$ cat src/rtl/beam_thresh_pkg.sv
// Shared types for the beam threshold loader: threshold words,
// loader FSM states and the no-trigger reset value.
package beam_thresh_pkg;

  localparam int NDUAL_DEF = 24;
  localparam int TBITS_DEF = 18;

  typedef logic [TBITS_DEF-1:0] thr_t;

  typedef struct packed {
    thr_t b;
    thr_t a;
  } dual_thr_t;

  typedef enum logic [1:0] {
    IDLE,
    SHIFT,
    UPD,
    DONE
  } state_e;

  // All-ones exceeds any 17-bit envelope, so nothing can trigger.
  localparam dual_thr_t THR_SAFE = '1;

endpackage

$ cat src/rtl/beam_thresh_shadow.sv
// Two-set shadow threshold store: half-word write port and a
// registered full-word read port. Ports: write (we/set/entry/hi/dat), read (en/set/idx/dat).
module beam_thresh_shadow
  import beam_thresh_pkg::*;
#(
  parameter  int NDUAL = NDUAL_DEF,
  parameter  int TBITS = TBITS_DEF,
  localparam int EW    = $clog2(2*NDUAL) - 1,
  localparam int DW    = 2*TBITS
) (
  input  logic          clk_i,
  input  logic          rst_ni,
  input  logic          we_i,
  input  logic          wr_set_i,
  input  logic [EW-1:0] wr_entry_i,
  input  logic          wr_hi_i,
  input  logic [TBITS-1:0] wr_dat_i,
  input  logic          rd_en_i,
  input  logic          rd_set_i,
  input  logic [EW-1:0] rd_idx_i,
  output logic [DW-1:0] rd_dat_o
);

  localparam logic [DW-1:0] RST_WORD = {DW{THR_SAFE[0]}};

  logic [DW-1:0] mem_q [2][NDUAL];
  logic [DW-1:0] mem_d [2][NDUAL];
  logic [DW-1:0] rd_dat_q;
  logic [DW-1:0] rd_dat_d;

  always_comb begin
    mem_d = mem_q;
    if (we_i) begin
      if (wr_hi_i) begin
        mem_d[wr_set_i][wr_entry_i][DW-1:TBITS] = wr_dat_i;
      end else begin
        mem_d[wr_set_i][wr_entry_i][TBITS-1:0] = wr_dat_i;
      end
    end
  end

  always_comb begin
    rd_dat_d = rd_dat_q;
    if (rd_en_i) begin
      rd_dat_d = mem_q[rd_set_i][rd_idx_i];
    end
  end

  always_ff @(posedge clk_i or negedge rst_ni) begin
    if (!rst_ni) begin
      for (int s = 0; s < 2; s++) begin
        for (int e = 0; e < NDUAL; e++) begin
          mem_q[s][e] <= RST_WORD;
        end
      end
      rd_dat_q <= '0;
    end else begin
      mem_q    <= mem_d;
      rd_dat_q <= rd_dat_d;
    end
  end

  assign rd_dat_o = rd_dat_q;

endmodule

$ cat src/rtl/beam_threshold_loader.sv
// Shadow threshold store plus commit FSM that shifts one set into the
// dual-beam cascade and strobes its update. Ports: thr_* write, commit/busy/done, thresh_* cascade.
module beam_threshold_loader
  import beam_thresh_pkg::*;
#(
  parameter  int NDUAL = NDUAL_DEF,
  parameter  int TBITS = TBITS_DEF,
  localparam int AW    = $clog2(2*NDUAL)
) (
  input  logic             clk_i,
  input  logic             rst_ni,
  input  logic [AW-1:0]    thr_addr_i,
  input  logic             thr_set_i,
  input  logic [TBITS-1:0] thr_dat_i,
  input  logic             thr_valid_i,
  output logic             thr_ready_o,
  input  logic [1:0]       commit_i,
  output logic             busy_o,
  output logic [1:0]       done_o,
  output logic [2*TBITS-1:0] thresh_o,
  output logic [1:0]       thresh_wr_o,
  output logic [1:0]       thresh_update_o
);

  localparam int EW = AW - 1;
  localparam logic [EW-1:0] LAST_IDX = EW'(NDUAL - 1);
  localparam logic [AW:0]   NBEAM    = (AW+1)'(2*NDUAL);

  state_e        state_q, state_d;
  logic          cur_set_q, cur_set_d;
  logic [EW-1:0] idx_q, idx_d;
  logic [1:0]    pend_q, pend_d;
  logic [1:0]    wr_q, wr_d;
  logic [1:0]    upd_q, upd_d;
  logic [1:0]    done_q, done_d;

  logic busy;
  logic addr_ok;
  logic we;
  logic rd_en;

  assign busy = (state_q != IDLE);

  // Only the set being shifted is frozen; the other set stays writable.
  assign thr_ready_o = !(busy && (thr_set_i == cur_set_q));

  // Out-of-range beams are accepted but dropped.
  assign addr_ok = ({1'b0, thr_addr_i} < NBEAM);
  assign we      = thr_valid_i && thr_ready_o && addr_ok;

  beam_thresh_shadow #(
    .NDUAL (NDUAL),
    .TBITS (TBITS)
  ) u_shadow (
    .clk_i      (clk_i),
    .rst_ni     (rst_ni),
    .we_i       (we),
    .wr_set_i   (thr_set_i),
    .wr_entry_i (thr_addr_i[AW-1:1]),
    .wr_hi_i    (thr_addr_i[0]),
    .wr_dat_i   (thr_dat_i),
    .rd_en_i    (rd_en),
    .rd_set_i   (cur_set_q),
    .rd_idx_i   (idx_q),
    .rd_dat_o   (thresh_o)
  );

  always_comb begin
    state_d   = state_q;
    cur_set_d = cur_set_q;
    idx_d     = idx_q;
    pend_d    = pend_q | commit_i;
    wr_d      = '0;
    upd_d     = '0;
    done_d    = '0;
    rd_en     = 1'b0;
    unique case (state_q)
      IDLE: begin
        if (|pend_q) begin
          // Set 0 wins; a commit in this same cycle re-arms.
          cur_set_d = !pend_q[0];
          pend_d    = (pend_q & (pend_q[0] ? 2'b10 : 2'b01))
                    | commit_i;
          idx_d     = LAST_IDX;
          state_d   = SHIFT;
        end
      end
      SHIFT: begin
        // Farthest entry first so entry 0 lands at the head.
        rd_en           = 1'b1;
        wr_d[cur_set_q] = 1'b1;
        idx_d           = idx_q - 1'b1;
        if (idx_q == '0) begin
          state_d = UPD;
        end
      end
      UPD: begin
        upd_d[cur_set_q] = 1'b1;
        state_d          = DONE;
      end
      DONE: begin
        done_d[cur_set_q] = 1'b1;
        state_d           = IDLE;
      end
      default: state_d = IDLE;
    endcase
  end

  always_ff @(posedge clk_i or negedge rst_ni) begin
    if (!rst_ni) begin
      state_q   <= IDLE;
      cur_set_q <= 1'b0;
      idx_q     <= '0;
      pend_q    <= 2'b11;
      wr_q      <= '0;
      upd_q     <= '0;
      done_q    <= '0;
    end else begin
      state_q   <= state_d;
      cur_set_q <= cur_set_d;
      idx_q     <= idx_d;
      pend_q    <= pend_d;
      wr_q      <= wr_d;
      upd_q     <= upd_d;
      done_q    <= done_d;
    end
  end

  assign busy_o          = busy;
  assign thresh_wr_o     = wr_q;
  assign thresh_update_o = upd_q;
  assign done_o          = done_q;

endmodule
$ cat config.mk
export PLATFORM = sky130hd
export DESIGN_NAME = beam_threshold_loader
export DESIGN_NICKNAME = d
export VERILOG_FILES = /design/src/rtl/beam_thresh_pkg.sv /design/src/rtl/beam_thresh_shadow.sv /design/src/rtl/beam_threshold_loader.sv
export SDC_FILE = /design/constraint.sdc
export NUM_CORES = 2
export LEC_CHECK = 0
export CORE_MARGIN = 1
export CORE_UTILIZATION = 29
export DETAILED_ROUTE_END_ITERATION = 12
export DONT_BUFFER_PORTS = 1
export SLEW_MARGIN = 40
export SYNTH_ARGS = -nofsm -noshare
export SYNTH_HDL_FRONTEND = slang
export SYNTH_SLANG_ARGS = --single-unit
export TNS_END_PERCENT = 1
$ cat constraint.sdc
create_clock -name clk_i -period 3.4 [get_ports clk_i]
set_clock_uncertainty 0.2 [all_clocks]
set_input_delay 0.34 -clock clk_i [delete_from_list [all_inputs] [get_ports clk_i]]
set_output_delay 0.34 -clock clk_i [all_outputs]
set_load 0.005 [all_outputs]
==> run_summary.xml <==
<?xml version="1.0" encoding="UTF-8"?>
<metrics>
  <group name="status">
    <metric name="run_status" unit="">finished, final reports clean</metric>
  </group>
  <group name="clocking">
    <metric name="clk_transition_reported_paths" unit="ns">0.06</metric>
    <metric name="postCtsSetupRepairBufs" unit="">0</metric>
    <metric name="htree_levels" unit="">4</metric>
    <metric name="number_of_cts_inserted_buffers" unit="">186</metric>
    <metric name="cts.root.buffer_cell" unit="">sky130_fd_sc_hd__clkbuf_16</metric>
    <metric name="tritoncts" unit="">done</metric>
    <metric name="clock_tree.buffer_depth" unit="">3</metric>
    <metric name="cts_num_sinks" unit="">1780</metric>
    <metric name="clock_insertion_delay_worst_skew" unit="ns">0.85</metric>
  </group>
  <group name="timing">
    <metric name="total_negative_slack_for_setup_checks" unit="ns">0</metric>
    <metric name="grt_setup_unrepaired" unit="">no</metric>
    <metric name="hold_viol" unit="">0</metric>
    <metric name="final-setup-viol-count" unit="">0</metric>
    <metric name="report.final.slew_viol_count" unit="">0</metric>
    <metric name="final_min_period_over_clock_period" unit="%">95.4</metric>
    <metric name="max_freq" unit="MHz">308</metric>
    <metric name="worst-slew-pin-transition" unit="ns">0.924</metric>
    <metric name="min_period" unit="ns">3.24</metric>
    <metric name="whs" unit="ns">0.0871</metric>
    <metric name="slew_headroom" unit="%">38.4</metric>
  </group>
  <group name="worst_setup_path">
    <metric name="cpLargestDelayFamily" unit="">buffers and inverters</metric>
    <metric name="worst_ep_arrival_time" unit="ns">3.79</metric>
    <metric name="worstPathBufferInverterCount" unit="">4</metric>
    <metric name="crit_slowest_cell" unit="">sky130_fd_sc_hd__dlygate4sd3_1</metric>
    <metric name="cp_max_fo" unit="">18</metric>
    <metric name="crit-reg2reg-launch" unit="">state_q[0]</metric>
    <metric name="reg2reg_to" unit="">u_shadow.mem_q[505]</metric>
    <metric name="reg2regPathDepth" unit="">10</metric>
    <metric name="worst_path_largest_cell_delay" unit="ns">0.55</metric>
    <metric name="critical_path.endpoint_type" unit="">register</metric>
    <metric name="critPathKind" unit="">reg2reg</metric>
    <metric name="crit_required" unit="ns">3.95</metric>
    <metric name="crit_chain" unit="">inv_1 -&gt; ha_1 -&gt; nor2b_1 -&gt; nor4b_2 -&gt; buf_4 -&gt; nand2_1 -&gt; nor2_2 -&gt; buf_6 -&gt; mux2_2 -&gt; dlygate4sd3_1</metric>
    <metric name="r2r_setup_slack" unit="ns">0.16</metric>
    <metric name="start_kind" unit="">register</metric>
  </group>
  <group name="power_and_ir_drop">
    <metric name="sequentialPowerShare" unit="%">41.1</metric>
    <metric name="leakage" unit="nW">38.1</metric>
    <metric name="power_density" unit="nW/um^2">666</metric>
    <metric name="share_of_power_burned_in_combinational_logic" unit="%">26.1</metric>
    <metric name="cell_internal_pwr" unit="mW">43.8</metric>
    <metric name="power.share.clock" unit="%">32.8</metric>
    <metric name="worst_vdd_drop" unit="mV">0.542</metric>
    <metric name="sw_frac_of_total" unit="%">31.1</metric>
    <metric name="switch_pwr" unit="mW">19.8</metric>
  </group>
  <group name="logic_synthesis">
    <metric name="synth_compound_gate_area_share" unit="%">3.78</metric>
    <metric name="yosys.area_share.simple" unit="%">1.30</metric>
    <metric name="synth.cell_area" unit="um^2">82600</metric>
    <metric name="portion_of_synthesized_cell_area_occupied_by_the_leading_cell_type" unit="%">55.0</metric>
    <metric name="async_set_reset_flop_share_out_of_synthesis" unit="%">100</metric>
    <metric name="xor_and_xnor_fraction_of_the_mapped_netlist_area" unit="%">0.0212</metric>
    <metric name="syn_area_per_cell" unit="um^2">15.8</metric>
    <metric name="synth_edf_count" unit="">0</metric>
    <metric name="ys_top_cells_by_area" unit="">sky130_fd_sc_hd__dfstp_2 55%, sky130_fd_sc_hd__mux2_2 22%, sky130_fd_sc_hd__mux4_2 8.8%</metric>
    <metric name="synth_top_family_by_area" unit="">multiplexers</metric>
    <metric name="synth-seq-cells" unit="">1780</metric>
    <metric name="syn-instance-count" unit="">5240</metric>
    <metric name="syn_nets" unit="">5275</metric>
    <metric name="synth-adder-area-share" unit="%">0.0758</metric>
    <metric name="yosys-mux-area-fraction" unit="%">35.8</metric>
    <metric name="ys_dominant_reg_cell" unit="">sky130_fd_sc_hd__dfstp_2</metric>
    <metric name="synth_top_cell_by_area" unit="">sky130_fd_sc_hd__dfstp_2</metric>
    <metric name="synth-seq-area-share" unit="%">56.6</metric>
    <metric name="number_of_unique_standard_cell_types_used_by_synthesis" unit="">51</metric>
    <metric name="synthesis_warning_total" unit="">0</metric>
  </group>
  <group name="die">
    <metric name="die_x" unit="um">536</metric>
    <metric name="core_rows" unit="">195</metric>
    <metric name="die_h" unit="um">536</metric>
    <metric name="core_area" unit="um^2">283000</metric>
    <metric name="floorplan.die_area" unit="um^2">287000</metric>
    <metric name="top_level_ports" unit="">74</metric>
    <metric name="initial_core_util" unit="%">29.2</metric>
  </group>
  <group name="min_path">
    <metric name="worst_hold_path.num_cells" unit="">3</metric>
    <metric name="worstHoldPathType" unit="">in2reg</metric>
    <metric name="hold_path_end" unit="">u_shadow.mem_q[1150]</metric>
    <metric name="worst_hold_startpoint" unit="">thr_addr_i[5]</metric>
  </group>
  <group name="detailed_routing">
    <metric name="route.detailed.wl_per_inst" unit="um">24.7</metric>
    <metric name="antenna_violating_nets_post_route" unit="">0</metric>
    <metric name="detail_route.vias_per_cell" unit="">5.08</metric>
    <metric name="drt_first_pass_iters" unit="">5</metric>
    <metric name="drt_drc_violations_left" unit="">0</metric>
    <metric name="detailedRoute.firstIterationViolations" unit="">2686</metric>
    <metric name="dr_total_vias" unit="">46700</metric>
    <metric name="routed_wl" unit="mm">227</metric>
  </group>
  <group name="global_route">
    <metric name="grt_pass1_wl" unit="mm">342</metric>
    <metric name="largest_net_degree_at_the_start_of_global_routing" unit="">113</metric>
    <metric name="grt_util_all_layers" unit="%">15.8</metric>
    <metric name="initial_antenna_violation_count" unit="">5</metric>
    <metric name="grt.overflow.total" unit="">0</metric>
    <metric name="grt_pass1_vias" unit="">49600</metric>
  </group>
  <group name="run">
    <metric name="cap_viol_max_count" unit="">0</metric>
  </group>
  <group name="final_layout">
    <metric name="final_cell_mix" unit="">1730 x sky130_fd_sc_hd__dfstp_2, 1645 x sky130_fd_sc_hd__mux2_2, 324 x sky130_fd_sc_hd__mux4_2</metric>
    <metric name="area.growth.synth_to_final" unit="%">15.7</metric>
    <metric name="layout-drive-gt1-share" unit="%">81.9</metric>
    <metric name="most_common_library_cell_in_the_layout_ignoring_fill_and_taps" unit="">sky130_fd_sc_hd__dfstp_2</metric>
    <metric name="filler_cell_count" unit="">26800</metric>
    <metric name="final_net_count" unit="">5320</metric>
  </group>
  <group name="placed_design">
    <metric name="dp.final_hpwl" unit="mm">134</metric>
    <metric name="routabilityCongestion" unit="">0.776</metric>
    <metric name="place.port_buffers" unit="">0</metric>
  </group>
</metrics>
==> worst max path at each step <==
stage | start | to | slack, ns | cells past startpoint
after CTS | state_q[1] | u_shadow.mem_q[505] | 0.11 | 10
after floorplan | state_q[0] | u_shadow.mem_q[1664] | 0.50 | 10
after global placement | state_q[1] | u_shadow.mem_q[1005] | 0.28 | 8
final | state_q[0] | u_shadow.mem_q[505] | 0.16 | 10
after global routing | state_q[1] | u_shadow.mem_q[505] | 0.05 | 10
after detailed placement | cur_set_q | u_shadow.rd_dat_o[22] | 0.34 | 9
==> cells in the mapped netlist, drive strengths merged, types with 38 or more instances <==
master / instances
mux2: 1765
dfstp: 1730
mux4: 324
clkbuf: 323
mux2i: 216
buf: 154
a21oi: 117
nor2: 111
a211oi: 73
dfrtp: 50
nand2: 47
o21ai: 43
a21o: 38
o22ai: 38
==> sequential cells by signal (all words and copies together) (netlist names) <==
register and flops:
cur_set_q 1, done_o 2, idx_q 5, pend_q 2
state_q 2, thresh_update_o 2, thresh_wr_o 2, u_shadow.mem_q 1728
u_shadow.rd_dat_o 36
==> metal layers <==
metal  share of wire (%)  vias up  global-route usage (%)  wire length [um]
met5              0.0057        -                       0                13
met4                 2.2        2                    4.13              5050
met3                 4.5      287                    2.46             10300
met2                  49      986                    26.2            111000
met1                  45    25800                    21.5            102000
li1                    -    19600                       -                 -
==> power groups by stage <==
stage          registers, mW  clock network [mW]  logic [mW]
6_report                26.2                20.9        16.6
5_1_grt                 26.4                22.2        17.6
4_1_cts                 26.2                21.4        16.7
3_5_place_dp            26.5                   0        16.2
3_3_place_gp            26.4                   0        16.0
2_1_floorplan           25.5                   0        10.1
==> timing repair <==
action	CTS	global route
endpoints found under the setup margin	0	1
resized for setup	0	1
endpoints found under the hold margin	1910	0
hold buffers	52	0
==> tightest hold or removal path, cell delays in order <==
cell,delay [ns]
sky130_fd_sc_hd__nor3b_4,0.20
sky130_fd_sc_hd__nand2_4,0.31
sky130_fd_sc_hd__mux2_1,0.20
==> cell families after synthesis <==
logic type / count (synthesis)
flops: 1780
buf+inv: 485
compound gates: 457
mux: 2305
xor+xnor: 2
simple gates: 206
fa+ha+maj: 5
==> stage by stage <==
stage	utilization (%)	worst slack [ns]	instance area [um^2]	power (mW)	std cells
2_1_floorplan	-	0.497	82600	35.6	5240
3_3_place_gp	31.3	0.278	88400	42.4	8787
3_5_place_dp	31.3	0.336	88400	42.7	8788
4_1_cts	33.8	0.107	95500	64.3	9188
5_1_grt	33.8	0.0511	95500	66.2	9189
6_report	33.8	0.155	95500	63.6	9196
==> final cells by class <==
class	count	area, um^2	area share [%]
repair buffers	334	3750	3.93
well taps	3743	4680	4.90
clock inverters	59	731	0.765
diodes	8	20.0	0.0210
clock buffers	289	5560	5.82
inverters	8	30.0	0.0314
flip-flops and latches	1780	46700	48.9
multi-input cells	2975	34000	35.6
Note: power is estimated with default switching activity, not from simulation.
